### src/rtl/dmx_pkg.sv
// Shared opcodes, command-word field positions and reset constants for the
// dot-matrix scan controller.
package dmx_pkg;

  localparam logic [2:0] OP_NOP       = 3'd0;
  localparam logic [2:0] OP_SET_PTR   = 3'd1;
  localparam logic [2:0] OP_WRITE_COL = 3'd2;
  localparam logic [2:0] OP_SHL       = 3'd3;
  localparam logic [2:0] OP_SHR       = 3'd4;
  localparam logic [2:0] OP_CLEAR     = 3'd5;
  localparam logic [2:0] OP_BRIGHT    = 3'd6;
  localparam logic [2:0] OP_CTRL      = 3'd7;

  localparam int unsigned OpMsb   = 15;
  localparam int unsigned OpLsb   = 13;
  localparam int unsigned ArgMsb  = 12;
  localparam int unsigned ArgLsb  = 8;
  localparam int unsigned BlankBit = 0;
  localparam int unsigned SwapBit  = 1;

  localparam logic [2:0] DutyReset = 3'd7;

  // Index width that stays at least one bit for single-entry ranges.
  function automatic int unsigned idx_w(int unsigned n);
    return (n > 1) ? $clog2(n) : 1;
  endfunction

endpackage

### src/rtl/dmx_scan_timer.sv
// Row scan timing: slot counter, row index, PWM lit window and a registered
// flag marking the first cycle of a new frame.
module dmx_scan_timer
  import dmx_pkg::*;
#(
  parameter int unsigned ROWS      = 7,
  parameter int unsigned SLOT_LOG2 = 16
) (
  input  logic                     clk_i,
  input  logic                     rst_i,
  input  logic [2:0]               duty_i,
  output logic [idx_w(ROWS)-1:0]   row_o,
  output logic                     lit_o,
  output logic                     wrap_o
);

  localparam int unsigned RowW = idx_w(ROWS);

  logic [SLOT_LOG2-1:0] cnt_q;
  logic [RowW-1:0]      row_q, row_d;
  logic                 wrap_q;
  logic                 slot_end, last_row;

  assign slot_end = &cnt_q;
  assign last_row = (row_q == RowW'(ROWS - 1));

  always_comb begin
    row_d = row_q;
    if (slot_end) begin
      row_d = last_row ? '0 : row_q + 1'b1;
    end
  end

  always_ff @(posedge clk_i or posedge rst_i) begin
    if (rst_i) begin
      cnt_q  <= '0;
      row_q  <= '0;
      wrap_q <= 1'b0;
    end else begin
      cnt_q  <= cnt_q + 1'b1;
      row_q  <= row_d;
      wrap_q <= slot_end & last_row;
    end
  end

  assign row_o  = row_q;
  // Top three counter bits against duty: duty 0 lights 1/8 of the slot.
  assign lit_o  = (cnt_q[SLOT_LOG2-1 -: 3] <= duty_i);
  assign wrap_o = wrap_q;

endmodule

### src/rtl/dmx_scan_ctrl.sv
// Dot-matrix display controller: bus-written frame buffer multiplexed onto
// one-hot rows and active-low columns. Define DMX_DBUF_EN for double buffering.
module dmx_scan_ctrl
  import dmx_pkg::*;
#(
  parameter int unsigned ROWS      = 7,
  parameter int unsigned COLS      = 30,
  parameter int unsigned ROW_REP   = 6,
  parameter int unsigned SLOT_LOG2 = 16,
  parameter logic [15:0] DEV_ADDR  = 16'h0040
) (
  input  logic                      clk,
  input  logic                      rst,
  input  logic [15:0]               DEVICE,
  input  logic [15:0]               DATA,
  input  logic                      wr,
  output logic [ROWS*ROW_REP-1:0]   row_out,
  output logic [COLS-1:0]           col_out,
  output logic                      frame_sync
);

  localparam int unsigned RowW = idx_w(ROWS);
  localparam int unsigned PtrW = idx_w(COLS);

  typedef logic [ROWS-1:0][COLS-1:0] frame_t;

  logic [RowW-1:0] row;
  logic            lit, wrap;
  logic            cmd_en;
  logic [2:0]      op;
  logic [4:0]      arg;
  logic [ROWS-1:0] pay;
  logic            unused_data;

  logic [PtrW-1:0] ptr_q, ptr_d;
  logic [2:0]      duty_q, duty_d;
  logic            blank_q, blank_d;
  frame_t          back_cur, back_nxt, disp_fb;

  logic [ROWS*ROW_REP-1:0] row_out_q, row_out_d;
  logic [COLS-1:0]         col_out_q, col_out_d;
  logic                    frame_sync_q;
  logic [ROWS-1:0]         onehot;

  dmx_scan_timer #(
    .ROWS      (ROWS),
    .SLOT_LOG2 (SLOT_LOG2)
  ) u_timer (
    .clk_i  (clk),
    .rst_i  (rst),
    .duty_i (duty_q),
    .row_o  (row),
    .lit_o  (lit),
    .wrap_o (wrap)
  );

  assign cmd_en      = wr && (DEVICE == DEV_ADDR);
  assign op          = DATA[OpMsb:OpLsb];
  assign arg         = DATA[ArgMsb:ArgLsb];
  assign pay         = DATA[ROWS-1:0];
  assign unused_data = ^DATA;

  always_comb begin
    back_nxt = back_cur;
    ptr_d    = ptr_q;
    duty_d   = duty_q;
    blank_d  = blank_q;
    if (cmd_en) begin
      case (op)
        OP_SET_PTR: begin
          if (32'(arg) < COLS) ptr_d = arg[PtrW-1:0];
        end
        OP_WRITE_COL: begin
          for (int r = 0; r < ROWS; r++) back_nxt[r][ptr_q] = pay[r];
          ptr_d = (ptr_q == PtrW'(COLS - 1)) ? '0 : ptr_q + 1'b1;
        end
        OP_SHL: begin
          for (int r = 0; r < ROWS; r++) back_nxt[r] = {back_cur[r][COLS-2:0], pay[r]};
        end
        OP_SHR: begin
          for (int r = 0; r < ROWS; r++) back_nxt[r] = {pay[r], back_cur[r][COLS-1:1]};
        end
        OP_CLEAR: begin
          back_nxt = '0;
          ptr_d    = '0;
        end
        OP_BRIGHT: duty_d  = DATA[2:0];
        OP_CTRL:   blank_d = DATA[BlankBit];
        default: ;
      endcase
    end
  end

`ifdef DMX_DBUF_EN
  frame_t fb_q [2];
  frame_t fb_d [2];
  logic   front_q, front_d, pend_q, pend_d, swap;

  assign swap     = pend_q & wrap;
  assign front_d  = front_q ^ swap;
  // Writes always target the pre-swap back buffer, even in the swap cycle.
  assign back_cur = fb_q[~front_q];
  assign disp_fb  = fb_q[front_d];

  always_comb begin
    fb_d            = fb_q;
    fb_d[~front_q]  = back_nxt;
    pend_d          = pend_q;
    if (swap) pend_d = 1'b0;
    if (cmd_en && (op == OP_CTRL) && DATA[SwapBit]) pend_d = 1'b1;
  end

  always_ff @(posedge clk or posedge rst) begin
    if (rst) begin
      fb_q    <= '{default: '0};
      front_q <= 1'b0;
      pend_q  <= 1'b0;
    end else begin
      fb_q    <= fb_d;
      front_q <= front_d;
      pend_q  <= pend_d;
    end
  end
`else
  frame_t fb_q;

  assign back_cur = fb_q;
  assign disp_fb  = fb_q;

  always_ff @(posedge clk or posedge rst) begin
    if (rst) begin
      fb_q <= '0;
    end else begin
      fb_q <= back_nxt;
    end
  end
`endif

  always_comb begin
    onehot      = '0;
    onehot[row] = 1'b1;
    row_out_d   = '0;
    col_out_d   = '1;
    if (lit && !blank_q) begin
      row_out_d = {ROW_REP{onehot}};
      col_out_d = ~disp_fb[row];
    end
  end

  always_ff @(posedge clk or posedge rst) begin
    if (rst) begin
      ptr_q        <= '0;
      duty_q       <= DutyReset;
      blank_q      <= 1'b0;
      row_out_q    <= '0;
      col_out_q    <= '1;
      frame_sync_q <= 1'b0;
    end else begin
      ptr_q        <= ptr_d;
      duty_q       <= duty_d;
      blank_q      <= blank_d;
      row_out_q    <= row_out_d;
      col_out_q    <= col_out_d;
      frame_sync_q <= wrap;
    end
  end

  assign row_out    = row_out_q;
  assign col_out    = col_out_q;
  assign frame_sync = frame_sync_q;

endmodule

### config.mk
export PLATFORM = sky130hd
export DESIGN_NAME = dmx_scan_ctrl
export DESIGN_NICKNAME = d
export VERILOG_FILES = /design/src/rtl/dmx_pkg.sv /design/src/rtl/dmx_scan_timer.sv /design/src/rtl/dmx_scan_ctrl.sv
export SDC_FILE = /design/constraint.sdc
export NUM_CORES = 1
export LEC_CHECK = 0
export BUFFER_PORTS_ARGS = -buffer_cell sky130_fd_sc_hd__buf_2
export CORE_UTILIZATION = 55
export CTS_BUF_LIST = sky130_fd_sc_hd__clkbuf_8
export DETAILED_ROUTE_END_ITERATION = 7
export PLACE_DENSITY = 0.82
export SYNTH_ARGS = -nofsm -noshare
export SYNTH_HDL_FRONTEND = slang
export SYNTH_SLANG_ARGS = --single-unit
### constraint.sdc
create_clock -name clk -period 8.6 [get_ports clk]
set_input_delay 1.29 -clock clk [delete_from_list [all_inputs] [get_ports clk]]
set_output_delay 1.29 -clock clk [all_outputs]
set_load 0.02 [all_outputs]
# Yosys cells after proc, flatten, opt, wreduce, memory -nomap -nowiden
# Index checks and enable logic that the tools add are counted.
# word_totals
out_inout_bits	73
in_bits	35
ramBits	0
latchBits	0
mem_count	0
word_cells	70
mem_bits_ro	0
reg_bits	312
# classes
n_shift	0
n_addsub	3
eq_ne	11
mux	20
bitwise	2
div_mod_pow	0
multipliers	0
order_cmp	6
n_reduce_logical	12
# ops
cell	n
210-bit one-hot mux with 4 select lines	1
30-bit bitwise mux	7
30-bit binary-select mux with 3-bit select	1
30-bit 2-to-1 mux	2
42-bit 2-to-1 mux	1
30-bit inverter	1
16-bit by 1-bit adder with 16-bit output, second input constant	1
16-bit by 7-bit equality test with 1-bit output, second input constant	1
16-bit AND reduction	1
3-bit equality test, second input constant	5
5-bit one-hot mux with 3 select lines	1
5-bit 2-to-1 mux	2
3-bit by 2-bit equality test with 1-bit output, second input constant	2
5-bit by 6-bit < comparator with 1-bit output, second input constant	1
2-bit AND reduction	3
5-bit by 1-bit adder with 5-bit output, second input constant	1
1-bit demux with 5-bit select	1
5-bit equality test, second input constant	1
5-bit by 1-bit >= comparator with 1-bit output, second input constant	1
5-bit < comparator, second input constant	1
1-bit logical AND	4
3-bit by 4-bit < comparator with 1-bit output, second input constant	1
4-bit nonzero test	1
3-bit by 1-bit adder with 3-bit output, second input constant	1
11 further kinds	12

# Longest topological paths before layout
# logic_depth
word_depth	6
ltp_mapped	8
ltp_nobuf	6

# Modules after synthesis
# From an unflattened synthesis, not the netlist that was laid out.
# hier_totals
cells_unflattened	1749
area_unflattened_um2	17789.6
# by_module_without_submodules
module	instances	cells_per_inst	area_each_um2	seq_area_each_um2
dmx_scan_ctrl	1	1664	16841.2	6472.5
dmx_scan_timer	1	85	948.4	500.5

# Worst setup path before layout
# No wires, ideal clock.
# synth_path
path_type	input to register
startpoint	in DEVICE[9]
endpoint	reg ptr_q[2]
slack_ns	5.627
setup_ns	0.095
n_path_buf	2
required_ns	8.505
path_stages	6
arrival_ns	2.877
path_cell_list	or4b_4 or2_1 clkbuf_2 or3_1 clkbuf_2 o31ai_1
# synth_between
elab_chain_len	3
# synth_lines
element	line_no	rtl
start, declared	dmx_scan_ctrl.sv:14	input logic [15:0] DEVICE,
16-bit by 7-bit equality test with 1-bit output	dmx_scan_ctrl.sv:57	assign cmd_en = wr && (DEVICE == DEV_ADDR);
1-bit logical AND	dmx_scan_ctrl.sv:57	
3-bit AND reduction (no source line)	-	
end signal, assigned	dmx_scan_ctrl.sv:159	ptr_q <= ptr_d;
end, declared	dmx_scan_ctrl.sv:35	logic [PtrW-1:0] ptr_q, ptr_d;
# No other way between the ends.
# A chain may end at the register's enable or synchronous reset.

==> results.cfg <==
[setup_path]
critPathLaunchType = input port
slowest_delay_ns = 0.88
cpMostUsedCell = buf_4
path_cells = buf_2 -> buf_4 -> nand2b_4 -> buf_4 -> o211ai_1 -> a31oi_1 -> a21oi_1
cp_max_fo = 105
crit_slowest_cell = buf_4
cpLargestDelayFamily = buffers and inverters
critPathKind = input port to flop
cp.required_ns = 9.04
rr_startpoint = ptr_q[1]
arrival_ns = 4.49
end_kind = flop
ff2ff_path_depth = 7
path_buf_inv = 3
rrSetupSlack_ns = 5.86

[sta]
relSlewSlack_pct = 14.86
fmax_ghz = 0.2470
fin_crit_ns = 4.049
tns_ns = 0
worstMarginPinSlew_ns = 1.277
worst_slack_ns = 4.551
setup_viol = 0
hold_viol_final = 0
rsz0062_at_grt = false
skew_ns = 0.03306
maxSlewViolCount = 0
min_period_over_period_pct = 47.08

[final_layout]
num-fill-cells = 2593
num-nets-final = 1911
area_growth_pct = 6.613
postLayoutCoreUtil_pct = 60.04
final_cells = 2309
drive_gt1_share_pct = 17.36
ff_latch_area_sq_um = 6980
multiInputGateArea_sq_um = 9641
antenna_cells = 0

[logic_synthesis]
synth_xor_area_share_pct = 0.7356
ys_seq_area_share_pct = 39.04
synth_edf_count = 0
synthSimpleGateAreaFrac_pct = 11.09
syn-cell-area_sq_um = 17860
synthCells = 1968
syn-num-nets = 2011
yosysWarnings = 0
yosys_most_used_dff = dfrtp_1
synthMuxAreaShare_pct = 8.035
synth-compound-area-share_pct = 33.26
async_flop_share_pct = 100.0
synth_top_family_by_area = compound AO/OA/AOI/OAI gates
synth-seq-cells = 277
syn_avg_cell_area_sq_um = 9.076
yosys.area_share.adder_pct = 0.5604
ys_types = 58

[global_routing]
grt_pass1_vias = 16790
grtUsageTotal_pct = 32.81
grt_pass1_wl_microns = 89580
antenna_found_initial = 1
gr-total-overflow = 0
grt_start_max_net_pins = 205

[routing]
viasPerCell = 7.672
firstDrtPassIters = 8
antenna_left = 0
drc_errors = 1
wirelength_microns = 55720
drt_iter0_drc = 3435
routed-via-count = 17715
wl_per_cell_microns = 24.13

[clocking]
post_cts_buffers = 0
cts_tree = built
cts_resized = 0
h-tree-depth = 2
clock_latency_ns = 0.61
cts.hold.buffers_added = 0
cts_root_buf = clkbuf_8
clk_pin_slew_ns = 0.07
cts_buffer_depth = 3
numCtsBuffers = 47
clkSinkCount = 277

[power_and_ir_drop]
power_mw = 2.988
ir_drop_mv = 0.1245
cellLeakagePower_nw = 8.187
p_per_area_nw_per_um2 = 156.9

[floorplanning]
dieArea_sq_um = 33200
rows = 65
core_area_sq_um = 31720
die_h_microns = 182.2
initial_core_util_pct = 56.31
chipWidth_microns = 182.2
io_pins = 108

[outcome]
violations = design-rule violations
run_status = finished with violations

[hold_path]
worstHoldStart = u_timer.wrap_o
whs_path_depth = 0
hold_path_end = frame_sync
worstHoldPathType = flop to flop

[placed_design]
pre_cts_ws_ns = 4.082
place_inst = 2221
io_buffers = 106
place_hpwl_microns = 31880
routabilityCongestion = 0.8722

[flow_run]
maxCapViolCount = 0
==> worst register-to-register path: stages, from the launching register on <==
cell and delay, ns:
dfrtp_1 0.41, inv_1 0.12, ha_1 0.17, buf_4 0.20, and3_1 0.84, buf_4 0.51
a221o_1 0.24, a21oi_1 0.07
==> per-stage QoR <==
stage               area [sq um]  hold WS [ns]
finish                     19040        0.3513
global route               19040        0.3681
CTS                        19040        0.3538
detailed placement         17940        0.3381
global placement           17940        0.3393
floorplan                  17860        0.3312
==> per-layer routing <==
layer,track usage [%],vias up,share of wire (%)
met1,45.10,8603,39
met4,14.12,2,4.1
met3,7.124,234,12
li1,-,7465,-
met2,50.08,1411,45
met5,0,-,0.018
==> where the power goes <==
part	switching (mW)	total (mW)	internal (mW)
registers	0.000186	1.30	1.30
logic	0.204	0.305	0.101
clock network	0.586	1.38	0.792
total	0.791	2.99	2.20
==> cell type report <==
class / instances / share of cell area [%]
Multi-Input combinational cell: 1396 / 50.63
Sequential cell: 277 / 36.66
Clock buffer: 61 / 4.409
Timing Repair Buffer: 134 / 4.054
Tap cell: 402 / 2.641
Clock inverter: 27 / 1.354
Inverter: 12 / 0.2563
==> how the worst max path moves through the flow <==
| stage | start | end | depth (start not counted) |
|---|---|---|---|
| after floorplan | rst | async pin | 1 |
| after global placement | DATA[14] | flop | 7 |
| after detailed placement | DATA[14] | flop | 7 |
| after CTS | DATA[14] | flop | 7 |
| after global routing | DATA[14] | flop | 7 |
| final | DATA[14] | flop | 7 |
==> synthesized netlist by cell type (3+ instances only) <==
cell | instances | area (sq um)
or3_1 | 8 | 50.05
nor4b_1 | 5 | 43.79
xnor2_1 | 12 | 105.1
mux2_2 | 39 | 439.2
o2111ai_1 | 4 | 35.03
inv_1 | 12 | 45.04
o211ai_1 | 8 | 60.06
clkbuf_1 | 187 | 701.9
nand2_1 | 9 | 33.78
buf_1 | 12 | 45.04
o21ai_0 | 195 | 975.9
o221ai_1 | 43 | 376.6
buf_2 | 47 | 235.2
nor3b_1 | 46 | 345.3
a22o_1 | 7 | 61.31
dfrtp_1 | 244 | 6106
mux4_2 | 30 | 675.7
and3_1 | 7 | 43.79
dfstp_2 | 33 | 867.1
a222oi_1 | 14 | 140.1
a211o_1 | 20 | 175.2
a221o_1 | 147 | 1471
xor2_1 | 3 | 26.28
nand3_1 | 42 | 210.2
and3b_1 | 5 | 43.79
nand4_1 | 10 | 62.56
o41ai_1 | 3 | 26.28
nor3_1 | 6 | 30.03
nand3b_1 | 4 | 30.03
and4_1 | 4 | 35.03
nor2_1 | 197 | 739.5
ha_1 | 8 | 100.1
or3b_2 | 4 | 35.03
mux2i_1 | 32 | 320.3
nor2b_1 | 8 | 50.05
a31oi_1 | 203 | 1270
buf_4 | 35 | 262.8
nor4bb_1 | 3 | 30.03
nand2b_1 | 18 | 112.6
o2bb2ai_1 | 27 | 236.5
a21oi_1 | 204 | 1021
==> logic make-up (layout without fill, tap and decap cells) <==
| group | count (synthesis) | count (layout) |
|---|---|---|
| flip-flops | 277 | 277 |
| buffers and inverters | 295 | 234 |
| AND/OR/NAND/NOR | 386 | 386 |
| XOR/XNOR | 15 | 15 |
| AO/OA/AOI/OAI | 886 | 886 |
| adder cells (fa/ha/maj) | 8 | 8 |
| multiplexers | 101 | 101 |
==> cells in the final DEF (no fill, tap or decap), drive strengths merged, types with 9 or more instances in the layout <==
master and n:
dfrtp 244, a21oi 204, a31oi 203, nor2 197, o21ai 196, a221o 147
buf 134, clkbuf 61, nor3b 46, o221ai 43, nand3 42, mux2 39
dfstp 33, mux2i 32, mux4 30, o2bb2ai 27, inv 27, a211o 20
nand2b 18, a222oi 14, xnor2 12, nand4 10, nand2 9
(Power assumes the default switching activity.)
